===== src/rtl/muldiv_sequencer.sv =====
// Iterative 32-bit multiply/divide sequencer.
// Shift-add multiply and restoring divide, one radix-2 step per clock. Every
// operation takes a fixed 33 edges from acceptance to the DONE pulse.
//
// state | meaning
// ------+--------------------------------------------------------------
// IDLE  | waiting for START with a valid SELECT code
// CALC  | 32 radix-2 iterations, one per edge
// FIX   | sign correction, RESULT write, DONE pulse
module muldiv_sequencer (
    input  logic        CLK,
    input  logic        RESET,
    input  logic        START,
    input  logic [4:0]  SELECT,
    input  logic [31:0] DATA1,
    input  logic [31:0] DATA2,
    input  logic        ABORT,
    output logic        BUSY,
    output logic        DONE,
    output logic [31:0] RESULT
);

    typedef enum logic [1:0] {IDLE, CALC, FIX} state_t;

    state_t      state_q, state_d;
    logic [5:0]  cnt_q, cnt_d;
    logic [31:0] opa_q, opa_d;        // multiplicand, or divisor magnitude
    logic [31:0] hi_q, hi_d;          // product high half, or partial remainder
    logic [31:0] lo_q, lo_d;          // multiplier / product low half, or dividend / quotient
    logic        is_div_q, is_div_d;
    logic [1:0]  var_q, var_d;        // SELECT[3:2]: variant within mul or div group
    logic        neg_q, neg_d;        // product or quotient must be negated
    logic        neg_rem_q, neg_rem_d;
    logic        div_zero_q, div_zero_d;
    logic [31:0] result_q, result_d;
    logic        done_q, done_d;

    // Operand decode for the request presented in IDLE.
    logic        sel_valid, sel_div, a_signed, b_signed, a_neg, b_neg;
    logic [1:0]  sel_var;
    logic [31:0] mag_a, mag_b;

    assign sel_valid = (SELECT[1:0] == 2'b01);
    assign sel_div   = SELECT[4];
    assign sel_var   = SELECT[3:2];
    assign a_signed  = sel_div ? ~SELECT[2] : SELECT[2];
    assign b_signed  = sel_div ? ~SELECT[2] : (sel_var == 2'b01);
    assign a_neg     = a_signed & DATA1[31];
    assign b_neg     = b_signed & DATA2[31];
    assign mag_a     = a_neg ? (32'd0 - DATA1) : DATA1;
    assign mag_b     = b_neg ? (32'd0 - DATA2) : DATA2;

    // One iteration step of each algorithm.
    logic [32:0] mul_sum;
    logic [32:0] div_shl;
    logic [31:0] div_diff;
    logic        div_ge;

    assign mul_sum  = {1'b0, hi_q} + (lo_q[0] ? {1'b0, opa_q} : 33'd0);
    assign div_shl  = {hi_q, lo_q[31]};
    assign div_ge   = (div_shl >= {1'b0, opa_q});
    // The remainder stays below the divisor, so 32 bits of difference suffice.
    assign div_diff = div_shl[31:0] - opa_q;

    // Final sign correction applied in FIX.
    logic [63:0] prod_fix;
    logic [31:0] quo_fix, rem_fix, final_res;

    assign prod_fix = neg_q ? (64'd0 - {hi_q, lo_q}) : {hi_q, lo_q};
    assign quo_fix  = div_zero_q ? 32'hFFFF_FFFF : (neg_q ? (32'd0 - lo_q) : lo_q);
    assign rem_fix  = neg_rem_q ? (32'd0 - hi_q) : hi_q;
    assign final_res = is_div_q ? (var_q[1] ? rem_fix : quo_fix)
                                : ((var_q == 2'b00) ? prod_fix[31:0] : prod_fix[63:32]);

    // Next-state and datapath update.
    always_comb begin
        state_d    = state_q;
        cnt_d      = cnt_q;
        opa_d      = opa_q;
        hi_d       = hi_q;
        lo_d       = lo_q;
        is_div_d   = is_div_q;
        var_d      = var_q;
        neg_d      = neg_q;
        neg_rem_d  = neg_rem_q;
        div_zero_d = div_zero_q;
        result_d   = result_q;
        done_d     = 1'b0;

        case (state_q)
            IDLE: begin
                if (START && sel_valid && !ABORT) begin
                    state_d    = CALC;
                    cnt_d      = 6'd0;
                    opa_d      = sel_div ? mag_b : mag_a;
                    lo_d       = sel_div ? mag_a : mag_b;
                    hi_d       = 32'd0;
                    is_div_d   = sel_div;
                    var_d      = sel_var;
                    neg_d      = a_neg ^ b_neg;
                    neg_rem_d  = a_neg;
                    div_zero_d = (DATA2 == 32'd0);
                end
            end
            CALC: begin
                if (ABORT) begin
                    state_d = IDLE;
                end else begin
                    if (is_div_q) begin
                        hi_d = div_ge ? div_diff : div_shl[31:0];
                        lo_d = {lo_q[30:0], div_ge};
                    end else begin
                        hi_d = mul_sum[32:1];
                        lo_d = {mul_sum[0], lo_q[31:1]};
                    end
                    if (cnt_q < 6'd32) begin
                        cnt_d = cnt_q + 6'd1;
                    end
                    if (cnt_q == 6'd31) begin
                        state_d = FIX;
                    end
                end
            end
            FIX: begin
                state_d = IDLE;
                if (!ABORT) begin
                    result_d = final_res;
                    done_d   = 1'b1;
                end
            end
            default: state_d = IDLE;
        endcase
    end

    // State and datapath registers, cleared asynchronously.
    always_ff @(posedge CLK or posedge RESET) begin
        if (RESET) begin
            state_q    <= IDLE;
            cnt_q      <= 6'd0;
            opa_q      <= 32'd0;
            hi_q       <= 32'd0;
            lo_q       <= 32'd0;
            is_div_q   <= 1'b0;
            var_q      <= 2'b00;
            neg_q      <= 1'b0;
            neg_rem_q  <= 1'b0;
            div_zero_q <= 1'b0;
            result_q   <= 32'd0;
            done_q     <= 1'b0;
        end else begin
            state_q    <= state_d;
            cnt_q      <= cnt_d;
            opa_q      <= opa_d;
            hi_q       <= hi_d;
            lo_q       <= lo_d;
            is_div_q   <= is_div_d;
            var_q      <= var_d;
            neg_q      <= neg_d;
            neg_rem_q  <= neg_rem_d;
            div_zero_q <= div_zero_d;
            result_q   <= result_d;
            done_q     <= done_d;
        end
    end

    assign BUSY   = (state_q != IDLE);
    assign DONE   = done_q;
    assign RESULT = result_q;

endmodule


===== config.mk =====
export PLATFORM = sky130hd
export DESIGN_NAME = muldiv_sequencer
export DESIGN_NICKNAME = d
export VERILOG_FILES = /design/src/rtl/muldiv_sequencer.sv
export SDC_FILE = /design/constraint.sdc
export NUM_CORES = 1
export LEC_CHECK = 0
export CAP_MARGIN = 10
export CORE_MARGIN = 2
export CORE_UTILIZATION = 61
export CTS_BUF_LIST = sky130_fd_sc_hd__clkbuf_8 sky130_fd_sc_hd__clkbuf_16
export CTS_CLUSTER_DIAMETER = 50
export CTS_CLUSTER_SIZE = 40
export DETAILED_ROUTE_END_ITERATION = 7
export GPL_TIMING_DRIVEN = 0
export PLACE_DENSITY = 0.95
export RECOVER_POWER = 100
export SLEW_MARGIN = 15
export SYNTH_ARGS = -nofsm -noshare
export SYNTH_HDL_FRONTEND = slang
export SYNTH_SLANG_ARGS = --single-unit

===== constraint.sdc =====
create_clock -name CLK -period 6.2 [get_ports CLK]
set_input_delay 1.24 -clock CLK [delete_from_list [all_inputs] [get_ports CLK]]
set_output_delay 1.24 -clock CLK [all_outputs]
set_load 0.01 [all_outputs]

After elaboration in Yosys (flattened, before gate mapping)

Index checks and enable logic that the tools add are counted.

Bits in registers: 143
Word-level logic and storage cells: 82

$add $sub $neg: 8
Bitwise operators: 5
Reduce and logical (&&, ||, !) cells: 13
Mux-type cells: 33
Order comparisons: 2
Eq/ne operators: 9

Operators with widths:

| kind                    | number |
|---|---|
| $mux W32                | 18 |
| $pmux W32 S2            | 2 |
| $sub A1 B32 Y32 const A | 4 |
| $mux W64                | 1 |
| $sub A1 B64 Y64 const A | 1 |
| $add A32 B32 Y33        | 1 |
| $ge A33 B32 Y1          | 1 |
| $logic_not A32 Y1       | 1 |
| $sub A32 B32 Y32        | 1 |
| $mux W6                 | 3 |
| $pmux W6 S2             | 1 |
| $add A6 B1 Y6 const B   | 1 |
| $eq A2 B1 Y1 const B    | 3 |
| $eq A6 B5 Y1 const B    | 1 |
| $lt A6 B6 Y1 const B    | 1 |
| $mux W2                 | 3 |
| $ne A2 B2 Y1 const B    | 3 |
| $reduce_and A2 Y1       | 3 |
| $logic_not A2 Y1        | 2 |
| $mux W1                 | 4 |
| $pmux W2 S2             | 1 |
| $reduce_and A4 Y1       | 1 |
| $reduce_bool A2 Y1      | 2 |
| $ne A3 B3 Y1 const B    | 1 |
| other kinds (7)         | 10 |

Depth between registers and ports, before layout

Depth after elaboration: 7
Gate-level depth with buffers: 14
Depth with buffers taken out: 13

Worst setup path before layout

No wires, ideal clock.

Path kind: input to register
From: input DATA2[8]
To: register lo_q[29]
Stages: 9
Required time: 6.066 ns
Buffers on the path: 0
Arrival: 3.392 ns
Setup time: 0.134 ns
Slack: 2.675 ns
Path through: or4_1 -> or4_1 -> nor3_2 -> nand3_1 -> o41ai_1 -> xor2_1 -> nor2_1 -> a21oi_1 -> o21ai_0

Cells in the longest elaborated chain, start to end: 5

Ends and longest elaborated chain:

| item                   | line | source |
|---|---|---|
| start: declaration     | 16   | `input logic [31:0] DATA2,` |
| $sub A1 B32 Y32        | 51   | `assign mag_b = b_neg ? (32'd0 - DATA2) : DATA2;` |
| $mux W32               | 51   |  |
| $mux W32               | 96   | `lo_d = sel_div ? mag_a : mag_b;` |
| $mux W32               | 92   | `if (START && sel_valid && !ABORT) begin` |
| $pmux W32 S2           | 90   | `case (state_q)` |
| end signal: assignment | 155  | `lo_q <= lo_d;` |
| end: declaration       | 29   | `logic [31:0] lo_q, lo_d;` |

No other way between the ends. The select of a mux whose other input is x is not followed.
A chain may end at the register's enable or synchronous reset.

Final worst setup path

From: register lo_q[0]
To: register hi_q[29]

Cells in the longest elaborated chain, start to end: 5

Ends and longest elaborated chain:

| item                   | line | source |
|---|---|---|
| $mux W32               | 59   | `assign mul_sum = {1'b0, hi_q} + (lo_q[0] ? {1'b0, opa_q} : 33'd0);` |
| $add A32 B32 Y33       | 59   |  |
| $mux W32               | 109  | `if (is_div_q) begin` |
| $mux W32               | 106  | `if (ABORT) begin` |
| $pmux W32 S2           | 90   |  |
| end signal: assignment | 154  | `hi_q <= hi_d;` |
| end: declaration       | 28   | `logic [31:0] hi_q, hi_d;` |

No other way between the ends. The select of a mux whose other input is x is not followed.

==> flow_summary.ini <==
[status]
status = finished with violations
violations = max-capacitance violations, max-slew violations

[global_route]
grt_pass1_vias = 15900
grt_max_degree = 96
gr-total-overflow = 0
antenna_found_initial = 1
grt.total_usage_pct = 46.9
grt_pass1_wl_microns = 91700

[floorplan]
initial_core_util_pct = 62.3
die_w_microns = 159
die_h_microns = 159
num_rows = 56
ios = 107
dieArea_sq_um = 25200
core_sq_um = 23500

[pwr]
power_density_nw_per_um2 = 428
finalPower_mw = 7.11
vdd_drop_max_v = 0.000234
leakage_nw = 7.03

[clocking]
cts_resized = 0
root_buffer = clkbuf_16
clk_path_buf_depth = 2
clk_latency_ns = 0.44
numClockSinks = 143
cts_setup_buffers = 0
path_clk_slew_ns = 0.07
cts_buffers = 17
htreeDepth = 4
cts_tree = built
holdBufCountCts = 0

[route]
first_pass_iters = 6
drt_iter0_drc = 2896
num_vias = 16700
ant_nets = 0
drcViolationCount = 0
viasPerCell = 6.98
routedWlPerCell_microns = 25.2
wirelength_microns = 60500

[critical_path]
r2r_start = lo_q[0]
critPathMaxStageDelay_ns = 0.67
end_kind = register
endpoint = hi_q[29]
path_max_fanout = 10
path_class = register to register
crit_slowest_cell = o311ai_0
critPathLaunchType = register
crit_chain = inv_1 > clkbuf_1 > nor2_1 > ha_1 > nor2b_1 > o31a_1 > o31ai_1 > a21oi_1 > o311ai_0 > o21ai_0 > a31oi_1 > xnor2_1 > a221o_1
critPathLaunch = lo_q[0]
rr_worst_depth = 13
r2r_slack_ns = 1.04
cp.required_ns = 6.52
worstPathArrival_ns = 5.48
rr_endpoint = hi_q[29]

[cells_and_area]
fill_cells = 2009
design_area_sq_um = 16600
stdcell_count = 2398
diodes = 0
fin_util_pct = 70.8
drive_above_1_share_pct = 3.61
synthToLayoutAreaGrowth_pct = 13.7
nNetsFinal = 2210

[logic_synthesis]
synth_area_leaders = dfrtp_1 24%, xnor2_1 6.1%, a21oi_1 6.1%, xor2_1 6.1%, ha_1 5.9%
synth_seq_cells = 143
synth_top_cell_by_area = dfrtp_1
dominantRegCellSynth = dfrtp_1
async_flop_share_pct = 100
synth_top_area_share_pct = 24.5
synthCells = 1941
syn_nets = 2085
synth-edff-count = 0
yosysWarnings = 0
syn_area_per_cell_sq_um = 7.53
synth.distinct_cells = 78
ys_seq_area_share_pct = 24.5
mappedNetlistArea_sq_um = 14600

[sta]
skew_ns = 0.0154
setup_viol = 0
finalHoldViolCount = 0
tightestPinTransition_ns = 2.50
timing.final.ws_setup_ns = 1.04
slew_viol_final = 49
fin_tns_setup_ns = 0
fin_crit_sh_pct = 83.3
rsz0062_at_grt = false
holdWs_ns = 0.477
max_slew_margin_pct = -67.8
period_minus_slack_ns = 5.16
max_freq_ghz = 0.194

[placement]
portBuffers = 105
hpwl_microns = 46800
place_congestion = 1.05
place_inst = 2366
pre_cts_ws_ns = 1.47
placed_area_sq_um = 16100

[flow_run]
drv_cap = 1

[worst_hold_path]
hp-class = register to register
[cell usage in the layout (no fill, tap or decap), types with 13 or more instances in the layout]
master / count
a221oi_1: 15
a22oi_1: 13
nor4_1: 15
clkdlybuf4s50_1: 66
dfrtp_1: 143
o221ai_1: 13
or3_1: 19
o21a_1: 16
o211ai_1: 18
nand4_1: 15
nor3_1: 46
xor2_1: 101
nor2_1: 198
a31oi_1: 22
and3_1: 14
nand3_1: 44
dlygate4sd3_1: 39
a21o_1: 30
o21ai_0: 174
a211oi_1: 16
nand2_1: 196
clkbuf_1: 114
a21oi_1: 178
inv_1: 69
clkbuf_16: 17
or4_1: 15
mux2i_1: 50
nor2b_1: 16
nand2b_1: 13
o31ai_1: 35
o41ai_1: 13
xnor2_1: 102
ha_1: 69
[routing by layer]
metal	part of all wire (%)	vias to the layer above	GRT usage [%]
li1	-	7274	-
met1	37	7787	58.8
met2	43	1358	72.2
met3	13	325	11.7
met4	7.5	0	29.9
met5	0	-	0
[registers in the layout, indices dropped and copies added (netlist names)]
| register | flops |
|---|---|
| var_q | 2 |
| opa_q | 32 |
| RESULT | 32 |
| cnt_q | 6 |
| neg_rem_q | 1 |
| is_div_q | 1 |
| lo_q | 32 |
| neg_q | 1 |
| state_q | 2 |
| DONE | 1 |
| div_zero_q | 1 |
| hi_q | 32 |
[power breakdown]
part / switching (mW) / internal [mW]
logic: 2.90 / 1.63
clock network: 0.480 / 0.612
registers: 0.356 / 1.13
[cell families after synthesis]
logic type      after synthesis  share of synthesized area, %
flops                       143                          24.5
mux                          50                          3.42
fa+ha+maj                    71                          6.18
simple gates                631                          20.3
compound gates              639                          27.9
xor+xnor                    203                          12.2
buf+inv                     204                          5.51
[cell usage after synthesis, types with 18 or more instances]
cell,count
clkbuf_1,109
o211ai_1,18
a21o_1,30
nand3_1,44
a21oi_1,178
xnor2_1,102
dfrtp_1,143
nand2_1,196
a31oi_1,22
nor3_1,44
or3_1,19
mux2i_1,50
xor2_1,101
o31ai_1,29
nor2_1,198
ha_1,69
o21ai_0,171
inv_1,69
[how the worst min path moves through the flow]
stage	slack, ns	cells past startpoint	from	endpoint
finish	0.48	2	RESULT[9]	RESULT[9]
floorplan	0.45	2	opa_q[10]	opa_q[10]
detailed placement	0.47	2	RESULT[9]	RESULT[9]
global route	0.51	2	RESULT[12]	RESULT[12]
global placement	0.46	2	opa_q[16]	opa_q[16]
CTS	0.49	2	RESULT[9]	RESULT[9]
[area by class of cell]
| class | count | area [sq um] | area share, % |
|---|---|---|---|
| well taps | 319 | 399 | 2.40 |
| clock inverters | 14 | 156 | 0.941 |
| flip-flops and latches | 143 | 3580 | 21.5 |
| inverters | 70 | 264 | 1.59 |
| multi-input cells | 1594 | 10200 | 61.2 |
| plain buffers | 134 | 537 | 3.23 |
| repair buffers | 106 | 1080 | 6.49 |
| clock buffers | 18 | 439 | 2.64 |
[worst max-delay path: cells and delay by family (launching register included)]
| kind | cells | cell delay, ns |
|---|---|---|
| compound gates | 7 | 2.73 |
| xor+xnor | 1 | 0.11 |
| fa+ha+maj | 1 | 0.37 |
| buf+inv | 2 | 0.92 |
| flops | 1 | 0.61 |
| simple gates | 2 | 0.30 |
(Power assumes the default switching activity.)
